[src/rtl/piano_key_renderer.sv]
// Raster-scanned piano keyboard renderer: 8 white and 5 black keys, one pixel per clock.
// Key levels are synchronised and latched once per frame so the picture never tears.
module piano_key_renderer #(
    parameter int unsigned H_RES = 160,
    parameter int unsigned V_RES = 120,
    parameter int unsigned KEY_W = 20,
    parameter int unsigned BLK_W = 12,
    parameter int unsigned BLK_H = 70
) (
    input  logic        clock,
    input  logic        resetn,
    input  logic [12:0] key_pressed,
    output logic [2:0]  colour,
    output logic [7:0]  pix_x,
    output logic [6:0]  pix_y,
    output logic        frame_start
);

    localparam logic [2:0] COL_BLACK  = 3'b000;
    localparam logic [2:0] COL_BLK_ON = 3'b101;
    localparam logic [2:0] COL_WHT_ON = 3'b110;
    localparam logic [2:0] COL_WHITE  = 3'b111;

    logic [7:0]  x_q, x_d;
    logic [6:0]  y_q, y_d;
    logic [2:0]  colour_q, colour_d;
    logic [12:0] key_meta_q, key_sync_q;
    logic [12:0] key_frame_q, key_frame_d;
    logic        x_wrap, y_wrap, frame_wrap;

    logic [31:0] px, py, key_idx;
    logic [4:0]  blk_keys;
    logic [7:0]  white_keys;
    logic        blk_hit, blk_on;

    // Black keys sit on white-key boundaries 1,2,4,5,6 (no key between E/F and B/C).
    function automatic int unsigned boundary(input int k);
        case (k)
            0:       return 1;
            1:       return 2;
            2:       return 4;
            3:       return 5;
            default: return 6;
        endcase
    endfunction

    assign x_wrap     = (x_q == 8'(H_RES - 1));
    assign y_wrap     = (y_q == 7'(V_RES - 1));
    assign frame_wrap = x_wrap && y_wrap;

    assign x_d = x_wrap ? '0 : x_q + 8'd1;
    assign y_d = x_wrap ? (y_wrap ? '0 : y_q + 7'd1) : y_q;

    // The colour register is loaded with the next pixel, so the frame latch must be
    // visible to the colour logic on the same edge that returns the scan to (0,0).
    assign key_frame_d = frame_wrap ? key_sync_q : key_frame_q;
    assign blk_keys    = key_frame_d[12:8];
    assign white_keys  = key_frame_d[7:0];

    // NOTE: every variable written here gets a default first, so no path can infer a latch.
    always_comb begin
        px       = 32'(x_d);
        py       = 32'(y_d);
        key_idx  = px / KEY_W;
        blk_hit  = 1'b0;
        blk_on   = 1'b0;
        colour_d = COL_WHITE;

        for (int k = 0; k < 5; k++) begin
            if (py < BLK_H &&
                px + BLK_W / 2 >= KEY_W * boundary(k) &&
                px < KEY_W * boundary(k) + BLK_W / 2) begin
                blk_hit = 1'b1;
                blk_on  = blk_keys[3'(k)];
            end
        end

        if (blk_hit) begin
            colour_d = blk_on ? COL_BLK_ON : COL_BLACK;
        end else if (px % KEY_W == 0) begin
            colour_d = COL_BLACK;
        end else if (key_idx < 32'd8 && white_keys[key_idx[2:0]]) begin
            colour_d = COL_WHT_ON;
        end else begin
            colour_d = COL_WHITE;
        end
    end

    // NOTE: non-blocking assignments so every register samples pre-edge values.
    always_ff @(posedge clock or negedge resetn) begin
        if (!resetn) begin
            x_q         <= '0;
            y_q         <= '0;
            colour_q    <= COL_BLACK;
            key_meta_q  <= '0;
            key_sync_q  <= '0;
            key_frame_q <= '0;
        end else begin
            x_q         <= x_d;
            y_q         <= y_d;
            colour_q    <= colour_d;
            key_meta_q  <= key_pressed;
            key_sync_q  <= key_meta_q;
            key_frame_q <= key_frame_d;
        end
    end

    assign colour      = colour_q;
    assign pix_x       = x_q;
    assign pix_y       = y_q;
    assign frame_start = (x_q == 8'd0) && (y_q == 7'd0);

endmodule

[config.mk]
export PLATFORM = sky130hd
export DESIGN_NAME = piano_key_renderer
export DESIGN_NICKNAME = d
export VERILOG_FILES = /design/src/rtl/piano_key_renderer.sv
export SDC_FILE = /design/constraint.sdc
export NUM_CORES = 1
export LEC_CHECK = 0
export ABC_CLOCK_PERIOD_IN_PS = 8800
export BUFFER_PORTS_ARGS = -buffer_cell sky130_fd_sc_hd__buf_4
export CORE_MARGIN = 2
export CORE_UTILIZATION = 35
export DETAILED_ROUTE_END_ITERATION = 10
export MAX_ROUTING_LAYER = met4
export PLACE_DENSITY_LB_ADDON = 0.15
export SKIP_CTS_REPAIR_TIMING = 1
export SYNTH_ARGS = -nofsm -noshare
export SYNTH_HDL_FRONTEND = slang
export SYNTH_SLANG_ARGS = --single-unit
[constraint.sdc]
create_clock -name clock -period 8.8 [get_ports clock]
set_clock_uncertainty 0.2 [all_clocks]
set_input_delay 2.64 -clock clock [delete_from_list [all_inputs] [get_ports clock]]
set_output_delay 2.64 -clock clock [all_outputs]
set_load 0.005 [all_outputs]
Word level (Yosys, flattened, before mapping)
Cells that the tools add are included. W data, S select, Z words.

Bits of input ports: 15. Output and inout port bits: 19. Bits in read-only memories: 0. Bits in registers: 54. Memory bits (writable): 0. Memories kept: 0. Logic and storage cells: 62. Latch bits: 0.

Shifts and indexed selects: 0. Multiply operators: 0. Eq/ne operators: 2. Muxes and demuxes: 20. Add/subtract/negate cells: 3. Reductions and logical operators: 16. Bitwise gates (word level): 0. Div/mod/pow operators: 2. Order comparisons: 13.

Operators with widths (number): $ge A32 B7 Y1 const B (2); $div A8 B5 Y32 const B (1); $ge A32 B5 Y1 const B (1); $ge A32 B6 Y1 const B (1); $logic_not A32 Y1 (1); $lt A32 B4 Y1 const B (1); $mod A8 B5 Y32 const B (1); $lt A8 B7 Y1 const B (3); $mux W7 (2); $logic_and A1 B1 Y1 (13); $mux W1 (12); $mux W12 (1); $add A8 B3 Y9 const B (1); $ge A9 B7 Y1 const B (1); $mux W3 (3); $add A8 B1 Y8 const B (1); $eq A8 B8 Y1 const B (1); $logic_not A8 Y1 (1); $lt A8 B5 Y1 const B (1); $lt A8 B6 Y1 const B (1); $mux W8 (1); $add A7 B1 Y7 const B (1); $eq A7 B7 Y1 const B (1); $logic_not A7 Y1 (1); other kinds (3) (3).

Depth between registers and ports, before layout
Gate-level depths: netlist (run 1).

Depth after elaboration: 13. Gate-level depth with buffers: 28. Mapped depth without buffers: 27.

Worst setup path after synthesis (run 1)
OpenSTA, ideal clock, no wires.

Path kind: reg-to-reg. Start: reg x_q[0] (netlist: pix_x[0]). End: reg colour_q[0] (netlist: colour[0]). Setup time: 134 ps. Arrival time: 6439 ps. Setup slack: 2026 ps. Cell stages (with the launch flop): 26. Cell sequence: dfrtp_1 -> ha_1 -> xnor2_1 -> ha_1 -> inv_1 -> nor2_2 -> nand3_1 -> a21oi_1 -> inv_2 -> ha_1 -> a22oi_1 -> and3_1 -> or4_4 -> a211o_1 -> or4_1 -> and3_1 -> clkbuf_1 -> inv_1 -> ha_1 -> inv_1 -> and3_1 -> a2111o_1 -> or3_4 -> o32a_1 -> nor4_2 -> o31ai_1.

Word-level cells in the longest chain between the ends: 13.

RTL lines: start: declaration (line 24) `logic [7:0] x_q, x_d;`; start signal: assignment (line 92) `x_q <= '0;`; start signal: assignment (line 99) `x_q <= x_d;`; parallel branches: the longest is 12 deep, another holds $div A8 B5 Y32; $mux W3 * (line 78) `if (blk_hit) begin`; named net colour_d[0] (line 26) `logic [2:0] colour_q, colour_d;`; end signal: assignment (line 101) `colour_q <= colour_d;`; end: declaration (line 26).

Mark *: on every way through the listed nets, which the timed path passes. The select of a mux whose other input is x is not followed.

Final worst setup path (run 1)
Same ends and word-level chain as after synthesis.

==> results.sh, run 1 <==
export IMPL_clkTransAtPathRegs_ns=0.10
export IMPL_grt_pass1_vias=3373
export IMPL_drt_iter0_drc=197
export IMPL_io_pins=34
export IMPL_timing_hold_ws_ns=0.1564
export IMPL_hold_viol=0
export IMPL_max_stage_delay_ns=0.54
export IMPL_fin_crit_sh_pct=85.87
export IMPL_grt_pass1_wl_um=16680
export IMPL_dieArea_um2=11540
export IMPL_synth_fp_nets=464
export IMPL_gp_routability_congestion=0.8910
export IMPL_syn_area_um2=3745
export IMPL_hold_path_class="reg -> reg"
export IMPL_slew_violations=0
export IMPL_initial_utilization_pct=36.11
export IMPL_grtUsageTotal_pct=18.32
export IMPL_min_delay_start="key_meta_q[5]"
export IMPL_syn_instance_count=437
export IMPL_regArea_um2=1351
export IMPL_wirelength_um=9753
export IMPL_port_buffers=32
export IMPL_instances_no_fill=598
export IMPL_synth_top_cells_by_area="dfrtp_1, nand2_1, o21ai_0"
export IMPL_synthFlopType="dfrtp_1"
export IMPL_routed_via_density=5.823
export IMPL_cts_buffer_depth=2
export IMPL_cts_sinks=54
export IMPL_synth_seq_cells=54
export IMPL_multiInputGateArea_um2=2216
export IMPL_synth_async_reset_ratio_pct=100.0
export IMPL_tightest_slew_ns=0.7064
export IMPL_cts_buffers=5
export IMPL_finalSetupViolCount=0
export IMPL_firstDrtPassIters=4
export IMPL_die_width_um=107.4
export IMPL_vias=3482
export IMPL_dpl_hpwl_um=7236
export IMPL_start_kind="flip-flop"
export IMPL_synth_most_common_cell="nand2_1"
export IMPL_synth_top_area_share_pct=36.08
export IMPL_synth_cell_types=78
export IMPL_synth_area_leader_cell="dfrtp_1"
export IMPL_critical_path_arrival_ns=7.54
export IMPL_place_ws_ns=1.320
export IMPL_n_fill_cell=1078
export IMPL_fp_dieH_um=107.4
export IMPL_startpoint="pix_x[0]"
export IMPL_rsz0062_at_grt="no"
export IMPL_tns_ns=0
export IMPL_fin_util_pct=40.46
export IMPL_peakVddDrop_mv=0.1254
export IMPL_leakage_uw=0.001722
export IMPL_drive_gt1_share_pct=15.37
export IMPL_nets=488
export IMPL_cp_end_kind="flip-flop"
export IMPL_cts_tree="built"
export IMPL_avgRoutedWirePerCell_um=16.31
export IMPL_cp_slowest_cell="dfrtp_1"
export IMPL_fp_coreArea_um2=10370
export IMPL_ant_nets=0
export IMPL_antenna_found_initial=0
export IMPL_critPathRequiredTime_ns=8.78
export IMPL_cpMostUsedCell="ha_1"
export IMPL_ys_warn_count=0
export IMPL_worstSetupPathType="reg -> reg"
export IMPL_seq_area_frac_synth_pct=36.08
export IMPL_maxSlewHeadroom_pct=51.69
export IMPL_synth_common_cells="nand2_1, dfrtp_1, o21ai_0"
export IMPL_synth_edf_count=0
export IMPL_clock_latency_ns=0.31
export IMPL_root_buffer="clkbuf_8"
export IMPL_drv_cap=0
export IMPL_fmax_mhz=132.3
export IMPL_diodes=0
export IMPL_placed_cells=590
export IMPL_p_per_area_nw_per_um2=97.16
export IMPL_cts_max_level=2
export IMPL_overflow=0
export IMPL_avgSynthCellArea_um2=8.569
export IMPL_status="finished clean"
export IMPL_grt_max_degree=55
export IMPL_setup_slack_ns=1.243
export IMPL_rr_startpoint="pix_x[0]"
export IMPL_area_delta_synth_final_pct=12.03
export IMPL_period_minus_slack_ns=7.557
export IMPL_placementRows=37
export IMPL_crit_path_max_fanout=11
export IMPL_drc_errors=0
state kept, by name (all words and copies together), names as in the netlist:
register and count:
key_frame_q 12, key_sync_q 12, key_meta_q 12, pix_x 8, colour 3, pix_y 7
layer usage:
metal / part of all wire [%] / track usage [%] / up-vias
li1: - / - / 1696
met1: 46 / 23.45 / 1678
met2: 48 / 30.65 / 91
met3: 4.1 / 1.998 / 17
met4: 2.4 / 5.678 / 0
met5: 0 / - / -
area by class of cell:
type	instances	area share (%)
clock buffer	5	1.640
clock inverter	3	0.6860
inverter	18	1.610
multi-input combinational	343	52.82
sequential	54	32.21
tap	136	4.056
timing repair buffer	39	6.979
final timing paths:
path / end / slack, ns / cells after the start
setup / recovery: colour[0] / 1.24 / 26
hold / removal: key_sync_q[5] / 0.16 / 0
setup reg to reg: colour[0] / 1.24 / 26
hold reg to reg: key_sync_q[5] / 0.16 / 0
max in group asynchronous: pix_x[4] / 5.80 / 1
min in group asynchronous: key_meta_q[1] / 2.14 / 1
cells by family (layout without fill, tap and decap cells):
family,count (synthesis),in the layout,synth area share [%]
buf+inv,40,65,4.744
fa+ha+maj,12,12,4.009
mux,7,7,1.904
simple gates,173,173,23.59
xor+xnor,12,12,3.007
compound gates,139,139,26.66
flops,54,54,36.08
through the flow:
step	power, uW	cell area [um2]
6_report	407.6	4195
5_1_grt	426.1	4195
4_1_cts	415.3	4195
3_5_place_dp	268.9	4098
3_3_place_gp	268.6	4098
2_1_floorplan	259.5	3745
report_power, final:
part	leakage, uW	switching (uW)	internal, uW	total [uW]
logic	0.00100	5.01	3.62	8.63
registers	0.000669	1.22	253	255
clock network	0.0000502	85.3	59.1	144
total	0.00172	91.5	316	408
cells in the final DEF (no fill, tap or decap), types with 4 or more instances in the layout:
cell type / instances
clkbuf_8: 5
a22oi_1: 4
mux2i_1: 6
o32ai_1: 4
or3_1: 5
nand3_1: 16
nand2_1: 66
buf_4: 39
o31ai_1: 4
nand2b_1: 5
dfrtp_1: 54
a211oi_1: 7
nor4_1: 5
o211ai_1: 5
o21ai_0: 32
ha_1: 12
nor2_1: 22
o21ai_1: 5
and2_1: 7
inv_2: 4
a21oi_1: 23
and3_1: 8
inv_1: 13
a31oi_1: 7
nand4_1: 7
a221oi_1: 4
xnor2_1: 9
nor3_1: 11
worst max-delay path: cells and delay by family, from the launching register on:
| family | cells | cell delay [ns] |
|---|---|---|
| and+or+nand+nor | 7 | 2.09 |
| AOI/OAI and AO/OA | 7 | 2.08 |
| adders and majority gates | 4 | 1.22 |
| buffers and inverters | 6 | 0.80 |
| DFF | 1 | 0.54 |
| muxes | 1 | 0.33 |
| xor gates and xnor gates | 1 | 0.15 |
No activity file was read; power rests on OpenSTA's default activity.
==> inputs of run 2 (changes only) <==
--- a/config.mk
+++ b/config.mk
@@ -5,7 +5,7 @@
 export SDC_FILE = /design/constraint.sdc
 export NUM_CORES = 1
 export LEC_CHECK = 0
-export ABC_CLOCK_PERIOD_IN_PS = 8800
+export ABC_CLOCK_PERIOD_IN_PS = 9000
 export BUFFER_PORTS_ARGS = -buffer_cell sky130_fd_sc_hd__buf_4
 export CORE_MARGIN = 2
 export CORE_UTILIZATION = 35
==> constraint.sdc (replaced) <==
create_clock -name clock -period 9 [get_ports clock]
set_clock_uncertainty 0.2 [all_clocks]
set_input_delay 2.7 -clock clock [delete_from_list [all_inputs] [get_ports clock]]
set_output_delay 2.7 -clock clock [all_outputs]
set_load 0.005 [all_outputs]
==> run 2 against run 1 <==
  * Count of clock-buffer cells in the layout did not move
  * Critical endpoint unchanged
  * Sequential cell count unchanged
  * First-iteration DRC count is 53% higher
  * Largest power group unchanged
==> results.sh, run 2 (synthesis results as in run 1) <==
export IMPL_worstSetupPathType="reg -> reg"
export IMPL_tns_ns=0
export IMPL_n_fill_cell=1069
export IMPL_ant_nets=0
export IMPL_wirelength_um=9596
export IMPL_cpLargestDelayFamily="simple AND/OR/NAND/NOR gates"
export IMPL_cts_sinks=54
export IMPL_cp_end_kind="flip-flop"
export IMPL_clkTransAtPathRegs_ns=0.10
export IMPL_avgRoutedWirePerCell_um=16.13
export IMPL_critical_path_arrival_ns=8.06
export IMPL_multiInputGateArea_um2=2216
export IMPL_antenna_found_initial=0
export IMPL_maxSlewHeadroom_pct=45.26
export IMPL_cts_buffer_depth=2
export IMPL_crit_path_max_fanout=11
export IMPL_io_pins=34
export IMPL_cts_buffers=5
export IMPL_fmax_mhz=123.8
export IMPL_port_buffers=32
export IMPL_cpMostUsedCell="ha_1"
export IMPL_leakage_uw=0.001715
export IMPL_grt_pass1_vias=3334
export IMPL_dieArea_um2=11540
export IMPL_placementRows=37
export IMPL_layout_common_cells="nand2_1, dfrtp_1, buf_4"
export IMPL_place_ws_ns=1.021
export IMPL_peakVddDrop_mv=0.1285
export IMPL_routed_via_density=5.815
export IMPL_start_kind="flip-flop"
export IMPL_grtUsageTotal_pct=18.00
export IMPL_drt_iter0_drc=301
export IMPL_fp_dieH_um=107.4
export IMPL_hold_viol=0
export IMPL_placed_cells=587
export IMPL_hold_path_class="reg -> reg"
export IMPL_critPathBufInv=4
export IMPL_dpl_hpwl_um=7104
export IMPL_gp_routability_congestion=0.9127
export IMPL_slew_violations=0
export IMPL_p_per_area_nw_per_um2=99.54
export IMPL_vias=3460
export IMPL_setup_slack_ns=0.9205
export IMPL_largestRegisters="key_frame_q x12, key_meta_q x12, key_sync_q x12"
export IMPL_fp_coreArea_um2=10370
export IMPL_drc_errors=0
export IMPL_regArea_um2=1351
export IMPL_drive_gt1_share_pct=14.81
export IMPL_instances_no_fill=595
export IMPL_initial_utilization_pct=36.11
export IMPL_post_route_cell_area_um2=4188
export IMPL_max_stage_delay_ns=0.60
export IMPL_finalSetupViolCount=0
export IMPL_firstDrtPassIters=5
export IMPL_cp_slowest_cell="xnor2_1"
export IMPL_status="finished clean"
export IMPL_clock_latency_ns=0.30
export IMPL_root_buffer="clkbuf_8"
export IMPL_die_width_um=107.4
export IMPL_grt_pass1_wl_um=16460
export IMPL_drv_cap=0
export IMPL_placed_area_um2=4075
export IMPL_diodes=0
export IMPL_tightest_slew_ns=0.8125
export IMPL_period_minus_slack_ns=8.080
export IMPL_overflow=0
export IMPL_rsz0062_at_grt="no"
export IMPL_area_delta_synth_final_pct=11.83
export IMPL_critPathRequiredTime_ns=8.98
export IMPL_cts_max_level=2
export IMPL_fin_crit_sh_pct=89.77
export IMPL_nets=485
export IMPL_layout_commonest_cell="nand2_1"
export IMPL_cts_tree="built"
export IMPL_grt_max_degree=55
==> run 2: path summary, 6_finish.rpt <==
path	from	slack, ns	cells past startpoint	end
worst max-delay path	pix_x[0]	0.92	25	colour[0]
worst min-delay path	key_meta_q[3]	0.15	0	key_sync_q[3]
worst max register to register	pix_x[0]	0.92	25	colour[0]
worst min register to register	key_meta_q[3]	0.15	0	key_sync_q[3]
max in group asynchronous	resetn	5.94	1	pix_x[3]
min in group asynchronous	resetn	2.21	1	key_frame_q[3]
==> run 2: per-stage QoR <==
| step | power [uW] | hold slack (ns) | utilization, % |
|---|---|---|---|
| after floorplan | 253.7 | 0.1312 | - |
| after global placement | 262.6 | 0.1316 | 39.30 |
| after detailed placement | 262.9 | 0.1355 | 39.30 |
| after CTS | 424.2 | 0.1581 | 40.38 |
| after global routing | 433.5 | 0.1712 | 40.38 |
| final | 416.8 | 0.1517 | 40.38 |
==> run 2: report_power, final <==
group | switching [uW] | total (uW) | internal [uW]
Sequential | 1.22 | 249 | 248
Clock | 76.0 | 159 | 83.4
Combinational | 4.92 | 8.46 | 3.55
Total | 82.1 | 417 | 335
==> run 2: layout make-up <==
cell class	count	area share [%]
Clock buffer	5	1.643
Sequential cell	54	32.27
Clock inverter	3	1.046
Multi-Input combinational cell	343	52.91
Tap cell	136	4.063
Inverter	18	1.613
Timing Repair Buffer	36	6.454
==> run 2: worst register-to-register path, cell delays in order (launching register included) <==
cell	delay, ns
dfrtp_1	0.50
ha_1	0.35
xnor2_1	0.60
ha_1	0.50
inv_1	0.12
nor2_2	0.38
nand3_1	0.29
a21oi_1	0.45
inv_2	0.14
ha_1	0.34
a22oi_1	0.13
and3_1	0.26
or4_4	0.55
a211o_1	0.38
or4_1	0.51
and3_1	0.23
inv_1	0.10
ha_1	0.14
inv_1	0.08
nand2_1	0.07
o32ai_1	0.10
a2111o_1	0.43
or3_4	0.43
mux2_1	0.33
a211oi_1	0.26
o31ai_1	0.09
==> run 2: layer usage <==
| layer | vias to the layer above | GRT usage (%) | share of wire, % |
|---|---|---|---|
| li1 | 1683 | - | - |
| met1 | 1650 | 23.94 | 46 |
| met2 | 114 | 29.34 | 48 |
| met3 | 13 | 1.634 | 4.3 |
| met4 | 0 | 5.495 | 2.0 |
| met5 | - | - | 0 |
==> inputs of run 3 (changes only) <==
--- a/config.mk
+++ b/config.mk
@@ -7,7 +7,7 @@
 export LEC_CHECK = 0
 export ABC_CLOCK_PERIOD_IN_PS = 9000
 export BUFFER_PORTS_ARGS = -buffer_cell sky130_fd_sc_hd__buf_4
-export CORE_MARGIN = 2
+export CORE_MARGIN = 5
 export CORE_UTILIZATION = 35
 export DETAILED_ROUTE_END_ITERATION = 10
 export MAX_ROUTING_LAYER = met4
==> constraint.sdc (replaced) <==
create_clock -name clock -period 9 [get_ports clock]
set_clock_uncertainty 0.2 [all_clocks]
set_input_delay 2.7 -clock clock [delete_from_list [all_inputs] [get_ports clock]]
set_output_delay 2.7 -clock clock [all_outputs]
set_load 0.02 [all_outputs]
==> run 3 against run 2 <==
  * Register-to-register slack got worse by 0.08 ns
  * First-iteration DRC count fell by 20%
  * Count of clock-buffer cells in the layout is the same
  * Critical endpoint unchanged
==> results.sh, run 3 (synthesis results as in run 1) <==
export IMPL_cts_tree="built"
export IMPL_leakage_uw=0.001715
export IMPL_cts_sinks=54
export IMPL_fmax_mhz=122.6
export IMPL_placed_cells=587
export IMPL_slew_violations=0
export IMPL_hold_viol=0
export IMPL_rrSetupSlack_ns=0.84
export IMPL_hold_path_class="reg -> reg"
export IMPL_crit_path_max_fanout=11
export IMPL_antenna_found_initial=0
export IMPL_critPathRequiredTime_ns=8.98
export IMPL_n_fill_cell=1074
export IMPL_routed_via_density=5.918
export IMPL_clock_latency_ns=0.30
export IMPL_diodes=0
export IMPL_peakVddDrop_mv=0.1388
export IMPL_vias=3521
export IMPL_r2r_end="colour[0]"
export IMPL_critical_path_arrival_ns=8.14
export IMPL_cts_buffer_depth=2
export IMPL_largestRegisters="key_frame_q x12, key_meta_q x12, key_sync_q x12"
export IMPL_overflow=0
export IMPL_placementRows=37
export IMPL_whs_endpoint="key_sync_q[8]"
export IMPL_wirelength_um=9864
export IMPL_port_buffers=32
export IMPL_gp_routability_congestion=0.8615
export IMPL_area_delta_synth_final_pct=11.93
export IMPL_start_kind="flip-flop"
export IMPL_worstSetupPathType="reg -> reg"
export IMPL_drv_cap=0
export IMPL_drc_errors=0
export IMPL_io_pins=34
export IMPL_grtUsageTotal_pct=15.80
export IMPL_die_width_um=113.4
export IMPL_root_buffer="clkbuf_8"
export IMPL_finalSetupViolCount=0
export IMPL_status="finished clean"
export IMPL_fp_coreArea_um2=10370
export IMPL_cp_end_kind="flip-flop"
export IMPL_layout_common_cells="nand2_1, dfrtp_1, buf_4"
export IMPL_rsz0062_at_grt="no"
export IMPL_tns_ns=0
export IMPL_drive_gt1_share_pct=14.81
export IMPL_grt_max_degree=55
export IMPL_nets=485
export IMPL_grt_pass1_vias=3285
export IMPL_fp_dieH_um=113.4
export IMPL_maxSlewHeadroom_pct=41.85
export IMPL_hold_depth=0
export IMPL_firstDrtPassIters=7
export IMPL_avgRoutedWirePerCell_um=16.58
export IMPL_layout_commonest_cell="nand2_1"
export IMPL_dieArea_um2=12870
export IMPL_min_delay_start="key_meta_q[8]"
export IMPL_drt_iter0_drc=242
export IMPL_fin_crit_sh_pct=90.62
export IMPL_worst_r2r_path_depth=24
export IMPL_fin_util_pct=40.42
export IMPL_p_per_area_nw_per_um2=100.6
export IMPL_rr_startpoint="pix_x[0]"
export IMPL_initial_utilization_pct=36.11
export IMPL_place_ws_ns=0.9919
export IMPL_setup_slack_ns=0.8441
export IMPL_cts_max_level=2
export IMPL_dpl_hpwl_um=7236
export IMPL_ant_nets=0
export IMPL_cts_buffers=5
export IMPL_grt_pass1_wl_um=16540
export IMPL_tightest_slew_ns=0.8503
export IMPL_period_minus_slack_ns=8.156
export IMPL_clkTransAtPathRegs_ns=0.10
export IMPL_instances_no_fill=595
==> run 3: how the worst max path moves through the flow <==
stage / endpoint / cells after the start / from / slack, ns
floorplan: colour[0] / 25 / pix_x[0] / 2.14
global placement: colour[0] / 24 / pix_x[0] / 1.04
detailed placement: colour[0] / 24 / pix_x[0] / 0.99
CTS: colour[0] / 24 / pix_x[0] / 0.98
global route: colour[0] / 25 / pix_x[0] / 0.44
finish: colour[0] / 24 / pix_x[0] / 0.84
==> run 3: cell type report <==
| type | count | area [um2] | share of cell area (%) |
|---|---|---|---|
| clock buffer | 5 | 68.82 | 1.642 |
| clock inverter | 3 | 47.55 | 1.134 |
| inverter | 18 | 67.56 | 1.612 |
| multi-input combinational | 343 | 2216 | 52.87 |
| sequential | 54 | 1351 | 32.24 |
| tap | 136 | 170.2 | 4.060 |
| timing repair buffer | 36 | 270.3 | 6.448 |
==> run 3: per-layer routing <==
layer | vias to the layer above | global-route usage, % | wire, um
met5 | - | - | 0
met4 | 0 | 4.968 | 225
met3 | 20 | 1.379 | 436
met2 | 121 | 25.75 | 4667
met1 | 1695 | 20.96 | 4535
li1 | 1685 | - | -
==> run 3: critical path: stages, from the launching register on <==
cell and delay (ns):
dfrtp_1 0.50, ha_1 0.35, xnor2_1 0.67, ha_1 0.51, inv_1 0.12, nor2_2 0.39
nand3_1 0.28, a21oi_1 0.42, inv_2 0.13, ha_1 0.34, a22oi_1 0.13, and3_1 0.25
or4_4 0.54, a211o_1 0.38, or4_1 0.51, and3_1 0.25, inv_1 0.10, ha_1 0.14
inv_1 0.09, and3_1 0.16, a2111o_1 0.44, or3_4 0.44, mux2_1 0.32, a211oi_1 0.26
o31ai_1 0.09
==> run 3: per-stage QoR <==
| stage | hold WS (ns) | power, uW | area, um2 |
|---|---|---|---|
| final | 0.1573 | 421.8 | 4192 |
| after global routing | 0.1709 | 441.1 | 4192 |
| after CTS | 0.1590 | 428.7 | 4192 |
| after detailed placement | 0.1347 | 263.1 | 4075 |
| after global placement | 0.1314 | 262.7 | 4075 |
| after floorplan | 0.1312 | 253.7 | 3745 |
==> run 3: report_power, final <==
part / total [uW] / internal, uW / switching [uW]
Clock: 164 / 84.4 / 79.7
Combinational: 8.54 / 3.54 / 4.99
Sequential: 249 / 248 / 1.36
